===== src/rtl/health_bar_gen.sv =====
// health_bar_gen: per-player health register with hit/block damage,
// post-hit invulnerability frames, optional timed regeneration,
// a sticky death flag and a one-cycle damage-applied pulse.
module health_bar_gen #(
   parameter int HP_WIDTH      = 8,
   parameter int HP_MAX        = 250,
   parameter int HIT_DMG       = 10,
   parameter int BLOCK_DMG     = 2,
   parameter int IFRAME_CYCLES = 16,
   parameter int REGEN_PERIOD  = 0,
   parameter int REGEN_AMT     = 1,
   parameter int CNT_WIDTH     = 16
) (
   input  logic                Clk,
   input  logic                Reset,
   input  logic                hit,
   input  logic                block,
   input  logic                other_death,
   output logic [HP_WIDTH-1:0] health,
   output logic                death,
   output logic                invuln,
   output logic                dmg_pulse
);

   // All health arithmetic is done one bit wider so compares and sums never wrap.
   localparam logic [HP_WIDTH:0]    MAX_X       = (HP_WIDTH+1)'(HP_MAX);
   localparam logic [HP_WIDTH:0]    HIT_X       = (HP_WIDTH+1)'(HIT_DMG);
   localparam logic [HP_WIDTH:0]    BLOCK_X     = (HP_WIDTH+1)'(BLOCK_DMG);
   localparam logic [HP_WIDTH:0]    REGEN_AMT_X = (HP_WIDTH+1)'(REGEN_AMT);
   localparam logic [CNT_WIDTH-1:0] IFR_LOAD    = CNT_WIDTH'(IFRAME_CYCLES);
   localparam logic [CNT_WIDTH-1:0] REGEN_LAST  = CNT_WIDTH'(REGEN_PERIOD - 1);
   localparam logic [CNT_WIDTH-1:0] CNT_ONE     = CNT_WIDTH'(1);
   localparam bit                   REGEN_ON    = (REGEN_PERIOD > 0);
   localparam bit                   IFRAME_ON   = (IFRAME_CYCLES > 0);

   typedef enum logic [2:0] {
      S_IDLE,
      S_APPLY,
      S_HOLD,
      S_IFRAME,
      S_DEAD
   } state_t;

   state_t                state_reg;
   logic                  src_hit_reg;     // 1: event came from hit, 0: from block
   logic [HP_WIDTH-1:0]   health_reg;
   logic                  death_reg;
   logic                  invuln_reg;
   logic                  dmg_pulse_reg;
   logic [CNT_WIDTH-1:0]  ifr_cnt_reg;
   logic [CNT_WIDTH-1:0]  regen_cnt_reg;

   logic [HP_WIDTH:0]     health_x;
   logic [HP_WIDTH:0]     dmg_x;
   logic [HP_WIDTH:0]     regen_sum;
   logic [HP_WIDTH-1:0]   regen_val;
   logic [CNT_WIDTH-1:0]  ifr_cnt_next;
   logic                  src_level;
   logic                  regen_run;
   logic                  regen_fire;

   // Damage selection, saturating regen sum and regen enable conditions.
   always_comb begin
      health_x     = {1'b0, health_reg};
      dmg_x        = src_hit_reg ? HIT_X : BLOCK_X;
      regen_sum    = health_x + REGEN_AMT_X;
      regen_val    = (regen_sum > MAX_X) ? MAX_X[HP_WIDTH-1:0] : regen_sum[HP_WIDTH-1:0];
      ifr_cnt_next = ifr_cnt_reg - CNT_ONE;
      src_level    = src_hit_reg ? hit : block;
      regen_run    = REGEN_ON && (state_reg == S_IDLE) && !death_reg &&
                     !other_death && (health_x < MAX_X);
      regen_fire   = regen_run && (regen_cnt_reg == REGEN_LAST);
   end

   // Health FSM with registered outputs and both counters.
   always_ff @(posedge Clk or posedge Reset) begin
      if (Reset) begin
         state_reg     <= S_IDLE;
         src_hit_reg   <= 1'b0;
         health_reg    <= MAX_X[HP_WIDTH-1:0];
         death_reg     <= 1'b0;
         invuln_reg    <= 1'b0;
         dmg_pulse_reg <= 1'b0;
         ifr_cnt_reg   <= '0;
         regen_cnt_reg <= '0;
      end else begin
         dmg_pulse_reg <= 1'b0;

         // Regen only advances in an idle, living, below-max state; otherwise it restarts.
         if (regen_run) begin
            if (regen_fire) begin
               health_reg    <= regen_val;
               regen_cnt_reg <= '0;
            end else begin
               regen_cnt_reg <= regen_cnt_reg + CNT_ONE;
            end
         end else begin
            regen_cnt_reg <= '0;
         end

         case (state_reg)
            S_IDLE: begin
               if (!death_reg && !other_death) begin
                  if (hit) begin
                     state_reg   <= S_APPLY;
                     src_hit_reg <= 1'b1;
                  end else if (block) begin
                     state_reg   <= S_APPLY;
                     src_hit_reg <= 1'b0;
                  end
               end
            end
            S_APPLY: begin
               dmg_pulse_reg <= 1'b1;
               if (health_x <= dmg_x) begin
                  health_reg <= '0;
                  death_reg  <= 1'b1;
                  state_reg  <= S_DEAD;
               end else begin
                  health_reg <= health_reg - dmg_x[HP_WIDTH-1:0];
                  state_reg  <= S_HOLD;
               end
            end
            S_HOLD: begin
               // A held input yields one decrement; wait for it to be released.
               if (!src_level) begin
                  if (src_hit_reg && IFRAME_ON) begin
                     state_reg   <= S_IFRAME;
                     ifr_cnt_reg <= IFR_LOAD;
                     invuln_reg  <= 1'b1;
                  end else begin
                     state_reg <= S_IDLE;
                  end
               end
            end
            S_IFRAME: begin
               ifr_cnt_reg <= ifr_cnt_next;
               if (ifr_cnt_next == '0) begin
                  state_reg  <= S_IDLE;
                  invuln_reg <= 1'b0;
               end
            end
            S_DEAD: begin
               state_reg <= S_DEAD;
            end
            default: begin
               state_reg <= S_IDLE;
            end
         endcase
      end
   end

   assign health    = health_reg;
   assign death     = death_reg;
   assign invuln    = invuln_reg;
   assign dmg_pulse = dmg_pulse_reg;

endmodule


===== config.mk =====
export PLATFORM = sky130hd
export DESIGN_NAME = health_bar_gen
export DESIGN_NICKNAME = d
export VERILOG_FILES = /design/src/rtl/health_bar_gen.sv
export SDC_FILE = /design/constraint.sdc
export NUM_CORES = 1
export LEC_CHECK = 0
export ABC_AREA = 0
export BUFFER_PORTS_ARGS = -buffer_cell sky130_fd_sc_hd__buf_4
export CAP_MARGIN = 10
export CORE_MARGIN = 8
export CORE_UTILIZATION = 53
export CTS_CLUSTER_SIZE = 16
export DETAILED_ROUTE_END_ITERATION = 8
export HOLD_SLACK_MARGIN = 0.08
export PLACE_DENSITY = 0.86
export SLEW_MARGIN = 20
export SYNTH_ARGS = -nofsm -noshare
export SYNTH_HDL_FRONTEND = slang
export SYNTH_SLANG_ARGS = --single-unit

===== constraint.sdc =====
create_clock -name Clk -period 2.19 [get_ports Clk]
set_clock_uncertainty 0.2 [all_clocks]
set_input_delay 0.3285 -clock Clk [delete_from_list [all_inputs] [get_ports Clk]]
set_output_delay 0.3285 -clock Clk [all_outputs]
set_load 0.02 [all_outputs]

# Word level (Yosys, flattened, before mapping)
# Index checks and enable logic that the tools add are counted.
# op_classes
n_addsub	2
order_cmp	1
n_eq_ne	9
n_mux	21
reduce_logical	12
# ops
op	count
$mux W16	2
$pmux W16 S2	1
$mux W3	6
$logic_not A16 Y1	1
$sub A16 B1 Y16 const B	1
$pmux W3 S5	1
$le A8 B4 Y1	1
$mux W8	1
$ne A2 B2 Y1 const B	4
$reduce_and A4 Y1	2
$sub A8 B4 Y8	1
$mux W1	7
$eq A3 B2 Y1 const B	2
$reduce_and A3 Y1	2
$mux W4	1
$reduce_bool A2 Y1	2
$eq A3 B1 Y1 const B	1
$eq A3 B3 Y1 const B	1
$logic_not A3 Y1	1
$ne A3 B3 Y1 const B	1
$logic_not A1 Y1	2
$mux W2	1
$pmux W1 S2	1
$reduce_and A2 Y1	1
$logic_and A1 B1 Y1	1
# word_totals
register_bits	31
inputBits	5
out_inout_bits	11
word_cells	52

# Depth between registers and ports, before layout
# logic_depth
word_depth	4
depth_mapped	9
ltp_nobuf	8

# Worst setup path after synthesis
# No wires, ideal clock.
# synth_timing
path_kind	register to register
start	register ifr_cnt_reg[0]
end	register invuln_reg, in the netlist invuln
setup_time_ns	0.130
arrival_ns	1.951
t_required_ns	1.860
slack_ns	-0.092
path_stages_with_launch	10
path_buffers	1
period_less_slack_ns	2.282
cell_sequence	dfrtp_1 > buf_2 > inv_1 > ha_1 > nor3_2 > nand3b_1 > a2111oi_4 > o22ai_2 > o41ai_1 > a21oi_1
# synth_via
elab_chain_cells	4
# synth_lines
item	line	rtl
start, declared	50	logic [CNT_WIDTH-1:0] ifr_cnt_reg;
start signal, assigned	137	ifr_cnt_reg <= ifr_cnt_next;
$sub A16 B1 Y16	68	ifr_cnt_next = ifr_cnt_reg - CNT_ONE;
$logic_not A16 Y1	138	if (ifr_cnt_next == '0) begin
$ne A2 B2 Y1 (no source line)	--	
$reduce_and A4 Y1 (no source line)	--	
end signal, assigned	82	invuln_reg <= 1'b0;
end signal, assigned	130	invuln_reg <= 1'b1;
end signal, assigned	140	invuln_reg <= 1'b0;
end, declared	48	logic invuln_reg;
# Every way passes these cells.
# A chain may end at the register's enable or synchronous reset.

# Worst setup path in the final report
# layout_timing
start	register ifr_cnt_reg[5]
end	register state_reg[1]
# layout_via
elab_chain_cells	4
# layout_lines
item	line	rtl
$sub A16 B1 Y16	68	
$logic_not A16 Y1	138	
$ne A2 B2 Y1 (no source line)	--	
$reduce_and A4 Y1 (no source line)	--	
end signal, assigned	139	state_reg <= S_IDLE;
end signal, assigned	144	state_reg <= S_DEAD;
end signal, assigned	147	state_reg <= S_IDLE;
end, declared	44	state_t state_reg;
# Every way passes these cells.

==> impl_metrics.csv <==
group,metric,value,unit
pwr,leakage,1.00,nW
timing,timing_hold_violations_final,0,
die,die_w,76.5,microns
cells_and_area,fin_area,0.00232,sq mm
drt,wl_per_cell,14.7,microns
synthesis,yosysMostFrequentCell,"dfrtp_1",
placed_design,dp_hpwl,3170,microns
cells_and_area,fillers,287,
synthesis,yosys-top-cells-count,"24 x dfrtp_1, 22 x nand2_1, 22 x nor2_1",
setup_path,arrival,2.26,ns
cells_and_area,largest_reg_flops,16,
cells_and_area,instances_no_fill,306,
cells_and_area,syn2layout_area_growth,19.7,%
job,cap_violations,0,
setup_path,cp-start-kind,"register",
setup_path,worst-setup-path-type,"register to register",
timing,whs,0.102,ns
die,pin_count,16,
synthesis,synthCells,223,
die,die-height,76.5,microns
placed_design,io_buffers,14,
setup_path,crit_family,"simple AND/OR/NAND/NOR gates",
clocking,cts.sinks,30,
clocking,htreeDepth,2,
synthesis,syn-cell-area,0.00194,sq mm
global_routing,grtUsageTotal,15.7,%
synthesis,yosys.area.top_type,"dfrtp_1",
clocking,cts_buffers,5,
synthesis,async_flop_share,100,%
cells_and_area,multi_input_area,0.00108,sq mm
pwr,power,3.68,mW
die,rows,22,
setup_path,worstPathRequired,2.26,ns
timing,timing.final.crit_share,100,%
global_routing,grt_max_degree,31,
drt,routed_wl,4500,microns
setup_path,r2r_slack,0.0005,ns
placed_design,gp_congestion,0.904,
clocking,tritoncts,"built",
timing,setup_ws,0.000479,ns
cells_and_area,antenna_cells,0,
setup_path,path_max_fanout,5,
setup_path,startpoint,"ifr_cnt_reg[5]",
timing,rsz0062_at_grt,"true",
cells_and_area,drive_gt1_share,27.1,%
global_routing,antenna_found_initial,0,
cells_and_area,fin_nets,266,
global_routing,grt_pass1_vias,1708,
synthesis,synth_top_area_share,30.9,%
drt,via_per_inst,5.78,
clocking,postCtsSetupRepairBufs,0,
synthesis,synth.yosys.warnings,0,
timing,final_max_slew_viol_count,0,
timing,setup_violations,0,
timing,fmax,0.457,GHz
clocking,cts_root_buf,"clkbuf_4",
synthesis,synth_cell_type_count,51,
run_status,status,"complete, no violations",
die,dieArea,0.00586,sq mm
timing,period_minus_slack,2.19,ns
drt,drtAntennaViolNets,0,
setup_path,cp_num_cells,6,
drt,firstDrtPassIters,4,
clocking,clock_latency,0.34,ns
synthesis,synth_seq_area_share,39.0,%
synthesis,syn-num-nets,232,
placed_design,placed_area,0.00221,sq mm
drt,drc_errors,0,
setup_path,crit_buf_inv,0,
timing,fin_tns_setup,0,ns
die,initial_core_util,54.3,%
cells_and_area,seq_area,758,sq um
clocking,cts.clk_slew.worst_paths,0.10,ns
setup_path,endpoint,"state_reg[1]",
die,core,0.00358,sq mm
placed_design,dp.cells,296,
pwr,power.density,1580,mW/mm^2
global_routing,gr-total-overflow,0,
placed_design,place_worst_setup_slack,0.0190,ns
drt,first_iter_violations,131,
synthesis,synth_edf_count,0,
setup_path,rr_worst_depth,6,
setup_path,crit_chain,"or4_1 > nor4_1 > nor3_1 > o22ai_2 > o311ai_1 > a31oi_1",
synthesis,synth_area_per_cell,8.71,sq um
min_path,hold_path.class,"input pin to register",
setup_path,critPathMaxStageDelay,0.63,ns
synthesis,synthTopCellsByArea,"dfrtp_1 31%, dfstp_2 8.1%, o21ai_0 5.2%",
setup_path,endpoint_kind,"register",
global_routing,grt_pass1_wl,7600,microns
setup_path,r2r-start,"ifr_cnt_reg[5]",
pwr,ir_worst_vdd,0.994,mV
drt,vias,1769,
synthesis,synth_flop_cell,"dfrtp_1",
cells_and_area,fin_util,65.0,%
setup_path,r2r_end,"state_reg[1]",
synthesis,synth_seq_cells,30,
setup_path,slowest_stage,"or4_1",
clocking,cts_max_path_buffers,2,
[cell type report]
type,instances,area share (%)
Inverter,12,1.94
Clock buffer,7,2.37
Tap cell,48,2.58
Clock inverter,1,0.215
Multi-Input combinational cell,166,46.5
Timing Repair Buffer,42,13.8
Sequential cell,30,32.6
[power breakdown]
part	switching (mW)	total, mW	internal [mW]
logic	1.25	2.23	0.986
registers	0.270	1.09	0.819
clock network	0.198	0.353	0.155
total	1.71	3.68	1.96
[logic make-up after synthesis]
kind of cell    Yosys count  share of synthesized area [%]
buf+inv                  27                           7.34
xor+xnor                  7                           3.16
other cells               1                          0.193
flops                    30                           39.0
fa+ha+maj                 4                           2.58
simple gates             93                           26.3
compound gates           60                           20.9
mux                       1                          0.515
[how the worst min path moves through the flow]
| stage | slack (ns) | from | depth (start not counted) | endpoint |
|---|---|---|---|---|
| 6_report | 0.10 | block | 3 | src_hit_reg |
| 5_1_grt | 0.11 | block | 3 | src_hit_reg |
| 4_1_cts | 0.09 | block | 3 | src_hit_reg |
| 3_5_place_dp | 0.24 | Reset | 3 | ifr_cnt_reg[9] |
| 3_3_place_gp | 0.23 | Reset | 3 | ifr_cnt_reg[15] |
| 2_1_floorplan | 0.21 | Reset | 1 | death |
[timing repair]
item / in CTS / in global routing
endpoints found under the hold margin: 25 / 0
endpoints found under the setup margin: 2 / 5
pin swaps: 0 / 1
resized for setup: 2 / 5
hold buffers: 2 / 0
[cells in the final DEF, fill, tap and decap left out, types with 2 or more instances in the layout]
master	count
a21oi_1	10
a31oi_1	4
buf_4	40
clkbuf_4	5
dfrtp_1	24
dfstp_2	6
dlygate4sd3_1	2
ha_1	3
inv_1	11
nand2_1	22
nand3_1	2
nand3_2	2
nand3b_1	5
nand4_1	3
nor2_1	22
nor2b_1	3
nor3_1	13
nor3_4	2
nor4_1	3
o21ai_0	20
o21ai_1	3
o31ai_1	6
o41ai_1	5
or3_1	5
xnor2_1	4
xor2_1	3
[routing by layer]
| layer | up-vias | global-route usage [%] | wire, microns |
|---|---|---|---|
| met3 | 12 | 4.01 | 222 |
| met4 | 0 | 9.04 | 119 |
| met1 | 831 | 19.1 | 2010 |
| met5 | - | 0 | 0 |
| met2 | 55 | 24.5 | 2150 |
| li1 | 871 | - | - |
[worst reg2reg max path: stages (launching register included)]
cell      delay (ns)
dfrtp_1         0.46
or4_1           0.63
nor4_1          0.20
nor3_1          0.09
o22ai_2         0.25
o311ai_1        0.12
a31oi_1         0.18
Power figures use the tool's default switching activity.
